==> config.mk <==
export PLATFORM = sky130hd
export DESIGN_NAME = alu8_nibble_sequencer
export DESIGN_NICKNAME = d
export VERILOG_FILES = /design/src/rtl/alu8_seq_pkg.sv /design/src/rtl/alu8_seq_flags.sv /design/src/rtl/alu8_nibble_sequencer.sv
export SDC_FILE = /design/constraint.sdc
export NUM_CORES = 1
export LEC_CHECK = 0
export BUFFER_PORTS_ARGS = -buffer_cell sky130_fd_sc_hd__buf_2
export CAP_MARGIN = 0
export CORE_UTILIZATION = 41
export CTS_CLUSTER_SIZE = 14
export DETAILED_ROUTE_END_ITERATION = 10
export PLACE_DENSITY = 0.68
export RECOVER_POWER = 50
export SETUP_SLACK_MARGIN = 0.15
export SYNTH_ARGS = -nofsm -noshare
export SYNTH_HDL_FRONTEND = slang
export SYNTH_SLANG_ARGS = --single-unit
==> constraint.sdc <==
create_clock -name clk -period 3 [get_ports clk]
set_input_delay 0.15 -clock clk [delete_from_list [all_inputs] [get_ports clk]]
set_output_delay 0.15 -clock clk [all_outputs]
set_load 0.005 [all_outputs]
==> src/rtl/alu8_seq_pkg.sv <==
// Shared definitions for the 8-bit-over-4-bit ALU sequencer.
//   WORD_W           : operand/result width (8)
//   NIB_W            : slice width (4)
//   alu8_seq_state_t : controller states IDLE -> LO -> HI -> DONE
package alu8_seq_pkg;

    localparam int WORD_W = 8;
    localparam int NIB_W  = 4;

    typedef enum logic [1:0] {
        IDLE = 2'd0,
        LO   = 2'd1,
        HI   = 2'd2,
        DONE = 2'd3
    } alu8_seq_state_t;

endpackage

==> src/rtl/alu8_seq_flags.sv <==
// Combinational result flags for the ALU sequencer.
// Only instantiated when ALU8_SEQ_FLAGS_EN is defined.
//   word : in,  WORD_W - final assembled result
//   zero : out, 1      - word == 0
//   sign : out, 1      - most significant bit of word
module alu8_seq_flags
    import alu8_seq_pkg::*;
(
    input  logic [WORD_W-1:0] word,
    output logic              zero,
    output logic              sign
);

    assign zero = (word == '0);
    assign sign = word[WORD_W-1];

endmodule

==> src/rtl/alu8_nibble_sequencer.sv <==
// Two-cycle controller running 8-bit ALU operations through one external
// 4-bit 74181-style slice: low nibble first, then high nibble, with the
// low-nibble carry-out chained unmodified into the high-nibble carry-in.
//
// Optional feature macro: ALU8_SEQ_FLAGS_EN (registers zero/sign flags;
// when undefined both ports are tied to 0).
//
// Ports:
//   clk, rst                 : clock, asynchronous active-high reset
//   op_valid/op_ready        : operation handshake
//   op_a, op_b               : 8-bit operands
//   op_s, op_m, op_cin       : select, mode (1 = logic), low-nibble carry-in
//   alu_a, alu_b, alu_s,
//   alu_m, alu_cin           : drive to the slice (all 0 in IDLE/DONE)
//   alu_f, alu_cout, alu_aeqb: sampled from the slice at the LO/HI edges
//   res_valid/res_ready      : result handshake
//   result, c_out, a_eq_b    : assembled result, high-nibble carry, equality
//   zero, sign               : result flags (feature-dependent)
module alu8_nibble_sequencer #(
    parameter int WORD_W = 8,
    parameter int NIB_W  = 4
) (
    input  logic              clk,
    input  logic              rst,
    input  logic              op_valid,
    output logic              op_ready,
    input  logic [WORD_W-1:0] op_a,
    input  logic [WORD_W-1:0] op_b,
    input  logic [3:0]        op_s,
    input  logic              op_m,
    input  logic              op_cin,
    output logic [NIB_W-1:0]  alu_a,
    output logic [NIB_W-1:0]  alu_b,
    output logic [3:0]        alu_s,
    output logic              alu_m,
    output logic              alu_cin,
    input  logic [NIB_W-1:0]  alu_f,
    input  logic              alu_cout,
    input  logic              alu_aeqb,
    output logic              res_valid,
    input  logic              res_ready,
    output logic [WORD_W-1:0] result,
    output logic              c_out,
    output logic              a_eq_b,
    output logic              zero,
    output logic              sign
);

    import alu8_seq_pkg::*;

    alu8_seq_state_t state_reg, state_next;

    logic [WORD_W-1:0] a_reg, b_reg;
    logic [3:0]        s_reg;
    logic              m_reg;
    logic              cin_reg;
    logic              carry_reg;   // low-nibble carry-out, feeds HI carry-in
    logic              eq_reg;      // low-nibble equality sample
    logic [WORD_W-1:0] result_reg;
    logic              c_out_reg;
    logic              a_eq_b_reg;

    // ------------------------------------------------------------------
    // FSM: state register
    // ------------------------------------------------------------------
    always_ff @(posedge clk or posedge rst) begin
        if (rst) begin
            state_reg <= IDLE;
        end else begin
            state_reg <= state_next;
        end
    end

    // ------------------------------------------------------------------
    // FSM: next-state logic
    // ------------------------------------------------------------------
    always_comb begin
        state_next = state_reg;
        case (state_reg)
            IDLE:    if (op_valid)  state_next = LO;
            LO:                     state_next = HI;
            HI:                     state_next = DONE;
            DONE:    if (res_ready) state_next = IDLE;
            default:                state_next = IDLE;
        endcase
    end

    // ------------------------------------------------------------------
    // FSM: outputs. The slice is only driven while it is being used so
    // that an idle bus is quiet.
    // ------------------------------------------------------------------
    always_comb begin
        op_ready  = 1'b0;
        res_valid = 1'b0;
        alu_a     = '0;
        alu_b     = '0;
        alu_s     = '0;
        alu_m     = 1'b0;
        alu_cin   = 1'b0;
        case (state_reg)
            IDLE: op_ready = 1'b1;
            LO: begin
                alu_a   = a_reg[NIB_W-1:0];
                alu_b   = b_reg[NIB_W-1:0];
                alu_s   = s_reg;
                alu_m   = m_reg;
                alu_cin = cin_reg;
            end
            HI: begin
                alu_a   = a_reg[WORD_W-1:NIB_W];
                alu_b   = b_reg[WORD_W-1:NIB_W];
                alu_s   = s_reg;
                alu_m   = m_reg;
                alu_cin = carry_reg;   // chained as-is, no polarity change
            end
            DONE: res_valid = 1'b1;
            default: ;
        endcase
    end

    // ------------------------------------------------------------------
    // Datapath: operand capture on acceptance, nibble sampling at the
    // LO and HI edges. Everything else holds, which keeps DONE stable.
    // ------------------------------------------------------------------
    always_ff @(posedge clk or posedge rst) begin
        if (rst) begin
            a_reg      <= '0;
            b_reg      <= '0;
            s_reg      <= '0;
            m_reg      <= 1'b0;
            cin_reg    <= 1'b0;
            carry_reg  <= 1'b0;
            eq_reg     <= 1'b0;
            result_reg <= '0;
            c_out_reg  <= 1'b0;
            a_eq_b_reg <= 1'b0;
        end else begin
            case (state_reg)
                IDLE: begin
                    if (op_valid) begin
                        a_reg   <= op_a;
                        b_reg   <= op_b;
                        s_reg   <= op_s;
                        m_reg   <= op_m;
                        cin_reg <= op_cin;
                    end
                end
                LO: begin
                    result_reg[NIB_W-1:0] <= alu_f;
                    carry_reg             <= alu_cout;
                    eq_reg                <= alu_aeqb;
                end
                HI: begin
                    result_reg[WORD_W-1:NIB_W] <= alu_f;
                    c_out_reg                  <= alu_cout;
                    a_eq_b_reg                 <= eq_reg & alu_aeqb;
                end
                default: ;
            endcase
        end
    end

    assign result = result_reg;
    assign c_out  = c_out_reg;
    assign a_eq_b = a_eq_b_reg;

`ifdef ALU8_SEQ_FLAGS_EN
    // Flags are derived from the word as it will look after the HI edge:
    // the incoming high nibble joined to the already captured low nibble.
    logic zero_reg, sign_reg;
    logic zero_next, sign_next;

    alu8_seq_flags u_flags (
        .word ({alu_f, result_reg[NIB_W-1:0]}),
        .zero (zero_next),
        .sign (sign_next)
    );

    always_ff @(posedge clk or posedge rst) begin
        if (rst) begin
            zero_reg <= 1'b0;
            sign_reg <= 1'b0;
        end else if (state_reg == HI) begin
            zero_reg <= zero_next;
            sign_reg <= sign_next;
        end
    end

    assign zero = zero_reg;
    assign sign = sign_reg;
`else
    assign zero = 1'b0;
    assign sign = 1'b0;
`endif

endmodule

==> key figures, run 1 <==
Status
  – Outcome: finished clean

Finish
  – P&R area growth vs syn: 21.4%
  – Final nets: 214
  – Fraction of final layout cells sized beyond drive strength 1: 51.7%
  – Most common cell after layout, fill and taps aside: sky130_fd_sc_hd__buf_2
  – Antenna cells: 0
  – Commonest cells after routing, fill and taps aside: 51 x sky130_fd_sc_hd__buf_2, 36 x sky130_fd_sc_hd__dfrtp_1, 20 x sky130_fd_sc_hd__mux2_4, 14 x sky130_fd_sc_hd__mux2_2

Detailed routing
  – 1st-iter DRT viols: 12
  – DRT Pass-1 Iters: 2
  – Wirelength, routed: 3360 um
  – Average detailed-routed wire length per instance: 14.7 um
  – Average via count per standard cell: 4.85
  – DRT antenna net count: 0
  – DR vias: 1,106
  – DRC violations left: 0

Timing
  – Final Hold Violating Endpoints: 0
  – Max-slew violation count: 0
  – Time the final worst path needs with I/O delays and setup: 2090 ps
  – Clk_skew: 2.37 ps
  – Transition time at the pin with the least slew margin: 949 ps
  – Final clock period utilization by the worst path: 69.7%
  – Final setup TNS: 0 ps
  – Maximum clock frequency: 479 MHz
  – Final count of negative-setup-slack endpoints: 0
  – Setup repair after global routing missed its margin: false
  – Worst slew margin relative to its limit: 36.6%
  – Final hold slack: 74.7 ps

Setup path
  – Worst setup path class: reg -> out
  – Worst EP required: 2850 ps
  – Count of buffering cells on the critical path with inverters included: 2
  – Depth of the critical timing path with buffers and inverters included: 5
  – Master of the slowest instance on the critical path: sky130_fd_sc_hd__ha_1
  – CP Launch Type: flop
  – Flop2flop setup slack: 1190 ps
  – Slowest Stage Delay on Critical Path: 620 ps
  – Largest driver fanout on the critical path: 17
  – Startpoint of the most critical register-to-register path: state_reg[0]
  – Critical path cell sequence: inv_1, ha_1, a22oi_1, nor2b_1, buf_2
  – Capturing element type of the critical path: output port
  – Data arrival at the endpoint of the critical path: 1940 ps
  – Largest delay contributor family on the critical path: adder cells
  – Crit Reg-Reg Endpoint: a_reg[5]
  – Reg2reg path depth: 4

Clocking
  – Clock transition at the register clock pins on the worst setup and hold paths after CTS: 60 ps
  – Post-CTS resize count: 0
  – TritonCTS clock tree: built
  – Post-CTS setup buffer count: 0
  – Clock root buffer: sky130_fd_sc_hd__clkbuf_8
  – Max Root-Sink Buffers: 2
  – TritonCTS Buffers: 5
  – Clock latency on the worst-skew pair: 280 ps
  – CTS H-Tree Depth: 2
  – Number of clock sinks: 36
  – Post-CTS Hold Buffers: 0

Floorplanning
  – Vertical die dimension: 66.6 um
  – Std-Cell Core Area: 4000 sq um
  – Overall die area: 4430 sq um
  – Number of I/O pins: 60
  – Starting density of the core: 42.8%
  – Site row count: 23
  – Overall die width: 66.6 um

Yosys
  – Share of the synthesized netlist area taken by xor and xnor gates: 0%
  – Number of unique standard cell types used by synthesis: 18
  – Simple-gate area share of the yosys netlist: 6.00%
  – Post-synthesis instance area: 1710 sq um
  – Share of cell area taken by muxes after synthesis: 27.4%
  – Syn Inst Count: 119
  – Average cell area after synthesis: 14.4 sq um
  – Main combinational cell family by area after synthesis: multiplexers
  – Area fraction in compound gates after synthesis: 4.61%
  – Synth top area share: 52.7%
  – Flop and latch count out of synthesis: 36
  – Share of synthesized cell area in full adder, half adder and majority cells: 3.66%
  – Count of synthesis-stage warnings from yosys: 0
  – Largest area contributor in the netlist: sky130_fd_sc_hd__dfrtp_1
  – Sequential cell area fraction in the yosys report: 52.7%
  – Top post-synthesis cells by area: sky130_fd_sc_hd__dfrtp_1 53%, sky130_fd_sc_hd__mux2_4 18%, sky130_fd_sc_hd__mux2_2 9.2%

Global route
  – Met2 Resource Use GR: 28.2%
  – Global route hottest layer: met2
  – Number of antenna violations at the first check in global routing: 0
  – Global-route wire length before repair: 5460 um
  – Sum of overflow across all layers after global routing: 0
  – Met1 capacity usage during global routing: 20.0%
  – Number of global-route vias before repair: 1,151
  – Aggregate global-route resource usage: 17.2%
  – Met3 track utilization from global routing: 5.65%
  – Largest net degree at the start of global routing: 27

Place
  – Number of port buffers: 57
  – Final GP Congestion: 0.676
  – Placed wire-length estimate: 2490 um

Power
  – Cell leakage power: 0.00106 uW
  – Worst vdd ir: 445 uV
  – Total power draw: 2300 uW
  – Pwr per Cell Area: 1110 nW/um^2

Job
  – Max cap viols: 0

Worst hold path
  – Worst min-delay path class: in -> async
## worst reg2reg max path: stages, from the launching register on
cell	delay, ps
sky130_fd_sc_hd__dfrtp_1	380
sky130_fd_sc_hd__inv_1	100
sky130_fd_sc_hd__ha_1	240
sky130_fd_sc_hd__nand2_2	540
sky130_fd_sc_hd__mux2_2	430
## area by class of cell
class                   instances  area, sq um
multi-input cells              70          719
fillers                       360         1920
inverters                       6         22.5
repair buffers                 58          282
clock buffers                   8         90.1
well taps                      50         62.6
flip-flops and latches         36          901
## layer usage
layer | up-vias | wire (um)
met1 | 547 | 1380
met3 | 7 | 206
met4 | 0 | 64
met5 | - | 0
li1 | 518 | -
met2 | 34 | 1710
## stage by stage
step / setup slack [ps] / area [sq um] / util, % / std cells
floorplan: 1580 / 1710 / - / 120
global placement: 1270 / 2000 / 50.0 / 220
detailed placement: 1170 / 2000 / 50.0 / 220
CTS: 865 / 2090 / 52.2 / 228
global route: 727 / 2080 / 51.9 / 228
finish: 910 / 2080 / 51.9 / 228
## logic make-up after synthesis
kind of cell,after synthesis
muxes,35
and+or+nand+nor,17
DFF,36
other,1
AOI/OAI and AO/OA,11
adders and majority gates,5
buffers and inverters,14
## where the power goes
| part | leakage (uW) | switching (uW) | internal [uW] | total (uW) |
|---|---|---|---|---|
| sequential | 0.000425 | 141 | 738 | 879 |
| combinational | 0.000590 | 445 | 634 | 1080 |
| clock | 0.0000455 | 156 | 187 | 343 |
| total | 0.00106 | 742 | 1560 | 2300 |
## synthesized netlist by cell type
cell / n
sky130_fd_sc_hd__a22oi_1: 9
sky130_fd_sc_hd__and2_1: 5
sky130_fd_sc_hd__buf_4: 3
sky130_fd_sc_hd__buf_6: 4
sky130_fd_sc_hd__clkbuf_1: 1
sky130_fd_sc_hd__conb_1: 1
sky130_fd_sc_hd__dfrtp_1: 36
sky130_fd_sc_hd__ha_1: 5
sky130_fd_sc_hd__inv_1: 6
sky130_fd_sc_hd__mux2_2: 14
sky130_fd_sc_hd__mux2_4: 20
sky130_fd_sc_hd__mux2i_1: 1
sky130_fd_sc_hd__nand2_2: 1
sky130_fd_sc_hd__nand3_1: 1
sky130_fd_sc_hd__nor2_1: 1
sky130_fd_sc_hd__nor2b_1: 9
sky130_fd_sc_hd__o21ai_0: 1
sky130_fd_sc_hd__o22ai_1: 1
## worst max path at each step
| stage | start | endpoint | slack, ps |
|---|---|---|---|
| after floorplan | state_reg[0] | state_reg[1] | 1580 |
| after global placement | state_reg[0] | alu_a[0] | 1270 |
| after detailed placement | state_reg[0] | a_reg[5] | 1170 |
| after CTS | state_reg[0] | alu_a[0] | 860 |
| after global routing | state_reg[0] | alu_a[2] | 730 |
| final | state_reg[0] | alu_a[0] | 910 |
Note: power is estimated with default switching activity, not from simulation.
==> run 2: changes to the inputs <==
--- a/config.mk
+++ b/config.mk
@@ -5,12 +5,13 @@
 export SDC_FILE = /design/constraint.sdc
 export NUM_CORES = 1
 export LEC_CHECK = 0
+export ABC_AREA = 1
 export BUFFER_PORTS_ARGS = -buffer_cell sky130_fd_sc_hd__buf_2
 export CAP_MARGIN = 0
 export CORE_UTILIZATION = 41
 export CTS_CLUSTER_SIZE = 14
 export DETAILED_ROUTE_END_ITERATION = 10
-export PLACE_DENSITY = 0.68
+export PLACE_DENSITY = 0.71
 export RECOVER_POWER = 50
 export SETUP_SLACK_MARGIN = 0.15
 export SYNTH_ARGS = -nofsm -noshare
==> constraint.sdc (replaced) <==
create_clock -name clk -period 1.7 [get_ports clk]
set_input_delay 0.085 -clock clk [delete_from_list [all_inputs] [get_ports clk]]
set_output_delay 0.085 -clock clk [all_outputs]
set_load 0.005 [all_outputs]
==> run 2 against run 1 <==
Compared with the run above:
- critical path depth rose by 1
- power rose by 88%
- final cell count rose by 46%
- combinational power rose by 100%
- clock skew rose by 4.1 ps
- register-to-register slack got worse by 990 ps
- global-route usage rose by 3.4 points
- clock power rose by 82%
- cell area rose by 11%
- synthesized area fell by 1.9%
- setup slack got worse by 760 ps
==> key figures, run 2 <==
Status
  – Outcome: finished clean

Timing
  – Final setup TNS: 0 ps (unchanged)
  – Final clock period utilization by the worst path: 91.1%
  – Clk_skew: 6.51 ps (+4.13 ps)
  – Time the final worst path needs with I/O delays and setup: 1550 ps
  – Worst slew margin relative to its limit: 41.3% (+4.7 points)
  – Final count of negative-setup-slack endpoints: 0 (unchanged)
  – Smallest setup slack after layout: 152 ps (-758 ps)
  – Setup repair after global routing missed its margin: true
  – Maximum clock frequency: 646 MHz
  – Final Hold Violating Endpoints: 0 (unchanged)
  – Transition time at the pin with the least slew margin: 880 ps (-69.5 ps)
  – Max-slew violation count: 0 (unchanged)

Setup path
  – CP Launch Type: flop
  – Slowest Stage Delay on Critical Path: 450 ps (-170 ps)
  – Crit. Startpoint: state_reg[1]
  – Reg2reg path depth: 6 (+2)
  – Data arrival at the endpoint of the critical path: 1460 ps (-480 ps)
  – Worst setup path end: alu_a[1]
  – Crit Reg-Reg Endpoint: b_reg[5]
  – Count of buffering cells on the critical path with inverters included: 3 (+1)
  – Master of the slowest instance on the critical path: sky130_fd_sc_hd__dfrtp_2
  – Capturing element type of the critical path: output port
  – Critical path cell sequence: inv_4, ha_4, buf_6, nand2_1, a21oi_2, buf_2
  – Largest delay contributor family on the critical path: flip-flops
  – Largest driver fanout on the critical path: 6 (-11)
  – Worst setup path class: reg -> out
  – Flop2flop setup slack: 200 ps (-990 ps)
  – Depth of the critical timing path with buffers and inverters included: 6 (+1)
  – Worst EP required: 1620 ps (-1230 ps)
  – Startpoint of the most critical register-to-register path: state_reg[1]

Finish
  – Fraction of final layout cells sized beyond drive strength 1: 33.0% (-19 points)
  – Most common cell after layout, fill and taps aside: sky130_fd_sc_hd__nand2_1
  – Storage cell area: 903 sq um (+0.28%)
  – Final nets: 321 (+50%)
  – P&R area growth vs syn: 36.8%
  – Fill cells: 360 (unchanged)
  – Multi-input gate area: 709 sq um (-1.4%)
  – Commonest cells after routing, fill and taps aside: 96 x sky130_fd_sc_hd__nand2_1, 53 x sky130_fd_sc_hd__buf_2, 34 x sky130_fd_sc_hd__dfrtp_1, 25 x sky130_fd_sc_hd__nand3_1, 16 x sky130_fd_sc_hd__inv_1
  – Count of non-filler cells in the finished layout: 333 (+46%)
  – Antenna cells: 0 (unchanged)

Place
  – Placed Instances: 314 (+43%)
  – Post-placement setup slack: 238 ps (-933 ps)
  – Number of port buffers: 57 (unchanged)
  – Final GP Congestion: 0.735 (+8.7%)
  – Placed wire-length estimate: 2610 um (+4.7%)

Clocking
  – TritonCTS clock tree: built
  – Clock latency on the worst-skew pair: 290 ps (about the same)
  – Max Root-Sink Buffers: 2 (unchanged)
  – Clock root buffer: sky130_fd_sc_hd__clkbuf_8
  – CTS H-Tree Depth: 2 (unchanged)
  – Clock transition at the register clock pins on the worst setup and hold paths after CTS: 70 ps (about the same)
  – Number of clock sinks: 36 (unchanged)
  – TritonCTS Buffers: 5 (unchanged)

Floorplanning
  – Overall die area: 4350 sq um (-1.9%)
  – Overall die width: 66.0 um (-0.93%)
  – Starting density of the core: 44.2% (+1.4 points)
  – Site row count: 22 (-4.3%)
  – Std-Cell Core Area: 3800 sq um (-5.0%)
  – Vertical die dimension: 66.0 um (-0.93%)
  – Number of I/O pins: 60 (unchanged)

Yosys
  – Top post-synthesis cells by area: sky130_fd_sc_hd__dfrtp_1 54%, sky130_fd_sc_hd__nand2_1 22%, sky130_fd_sc_hd__nand3_1 7.5%
  – Number of enable flip-flop cells after synthesis: 0 (unchanged)
  – Sequential cell area fraction in the yosys report: 53.7% (+1.0 points)
  – Library cell with the highest instance count after synthesis: sky130_fd_sc_hd__nand2_1
  – Synth top area share: 53.7% (+1.0 points)
  – Top FF cell, synth: sky130_fd_sc_hd__dfrtp_1
  – Largest area contributor in the netlist: sky130_fd_sc_hd__dfrtp_1
  – Number of unique standard cell types used by synthesis: 12 (-6)
  – Syn Inst Count: 212 (+78%)
  – Post-synthesis instance area: 1680 sq um (-1.9%)
  – List of most frequent post-synthesis cells: 99 x sky130_fd_sc_hd__nand2_1, 36 x sky130_fd_sc_hd__dfrtp_1, 25 x sky130_fd_sc_hd__nand3_1
  – Flop and latch count out of synthesis: 36 (unchanged)
  – Average cell area after synthesis: 7.91 sq um (-45%)
  – Count of synthesis-stage warnings from yosys: 0 (unchanged)
  – Post-synth ARST share: 100% (unchanged)

Power
  – Switching power summed over all nets: 1720 uW (+130%)
  – Combinational share of power: 50.4% (+3.5 points)
  – Sequential power share: 35.1% (-3.1 points)
  – Net Sw Frac: 39.8% (+7.5 points)
  – Clock power share: 14.4% (-0.5 points)
  – P_int: 2600 uW (+67%)
  – Pwr per Cell Area: 1880 nW/um^2 (+70%)
  – Worst vdd ir: 872 uV (+96%)
  – Cell leakage power: 0.00130 uW (+22%)

Detailed routing
  – DRT antenna net count: 0 (unchanged)
  – DRC violations left: 0 (unchanged)
  – Wirelength, routed: 4030 um (+20%)
  – DRT Pass-1 Iters: 4 (+2)
  – DR vias: 1,555 (+41%)
  – Average via count per standard cell: 4.67 (-3.7%)
  – Average detailed-routed wire length per instance: 12.1 um (-18%)
  – 1st-iter DRT viols: 63 (+51)

Global route
  – Aggregate global-route resource usage: 20.7% (+3.4 points)
  – Sum of overflow across all layers after global routing: 0 (unchanged)
  – Global-route wire length before repair: 6560 um (+20%)
  – Number of global-route vias before repair: 1,441 (+25%)
  – Largest net degree at the start of global routing: 37 (+37%)
  – Number of antenna violations at the first check in global routing: 0 (unchanged)

Worst hold path
  – Worst min-delay path class: in -> reg

Job
  – Max cap viols: 0 (unchanged)
run 2: changes by cell type in the layout (fill, tap and decap cells not counted), sizes merged, moves of 9 or more:
cell   change
nand2     +98
buf       +19
mux2      -34
a21oi      +9
inv       +13
nor2b      -9
nand3     +24
a22oi      -9
run 2: logic make-up (layout without fill, tap and decap cells):
kind of cell / count (synthesis) / count (layout) / synth area share (%)
simple gates: 124 / 124 / 29.6
flops: 36 / 36 / 53.7
buf+inv: 31 / 103 / 8.28
compound gates: 15 / 15 / 4.47
fa+ha+maj: 5 / 5 / 3.73
other cells: 1 / 2 / 0.223
run 2: per-layer routing:
layer	global-route usage (%)	wire (um)	up-vias
met3	7.59	302	10
met5	0	0	-
met1	27.0	1890	689
met4	9.04	94	0
met2	30.5	1750	61
li1	-	-	795
run 2: per-stage QoR:
stage | total power, uW | hold WS (ps) | util [%] | instance area (sq um)
after floorplan | 2540 | 202 | - | 1680
after global placement | 3130 | 208 | 53.2 | 2020
after detailed placement | 3190 | 217 | 53.2 | 2020
after CTS | 4070 | 6.55 | 58.1 | 2210
after global routing | 4720 | 25.2 | 60.4 | 2300
final | 4320 | 8.97 | 60.4 | 2300
run 2: layout make-up:
class | instances | share of cell area, %
Inverter | 19 | 3.43
Tap cell | 48 | 2.62
Multi-Input combinational cell | 146 | 30.9
Timing Repair Buffer | 76 | 19.8
Sequential cell | 36 | 39.3
Clock buffer | 8 | 3.92
run 2: power by group through the flow:
stage / registers (uW) / logic [uW] / clock network (uW)
2_1_floorplan: 1470 / 1070 / 0
4_1_cts: 1500 / 1930 / 638
3_3_place_gp: 1490 / 1650 / 0
6_report: 1520 / 2180 / 623
5_1_grt: 1560 / 2480 / 681
3_5_place_dp: 1510 / 1690 / 0
run 2: worst min-delay path by stage:
stage | slack [ps] | from | endpoint | cells after the start
floorplan | 200 | alu_cout | c_out | 2
CTS | 7 | alu_f[0] | result[4] | 3
global route | 30 | op_cin | cin_reg | 3
detailed placement | 220 | rst | c_out | 3
global placement | 210 | rst | result[4] | 3
finish | 9 | alu_f[0] | result[4] | 3
run 2: worst reg2reg max path, stage by stage, from the launching register on:
cell                      delay, ps
sky130_fd_sc_hd__dfrtp_2        450
sky130_fd_sc_hd__inv_4          100
sky130_fd_sc_hd__ha_1           250
sky130_fd_sc_hd__nand2_1        200
sky130_fd_sc_hd__buf_4          250
sky130_fd_sc_hd__nand2_1         80
sky130_fd_sc_hd__nand2_1         50
run 2: repair_timing:
item                                    CTS  global route
hold endpoints to repair                 36             0
pin swaps                                 1             6
hold buffers                              1             0
endpoints found under the setup margin   15            15
resized for setup                        13            20
buffers inserted                          5             5
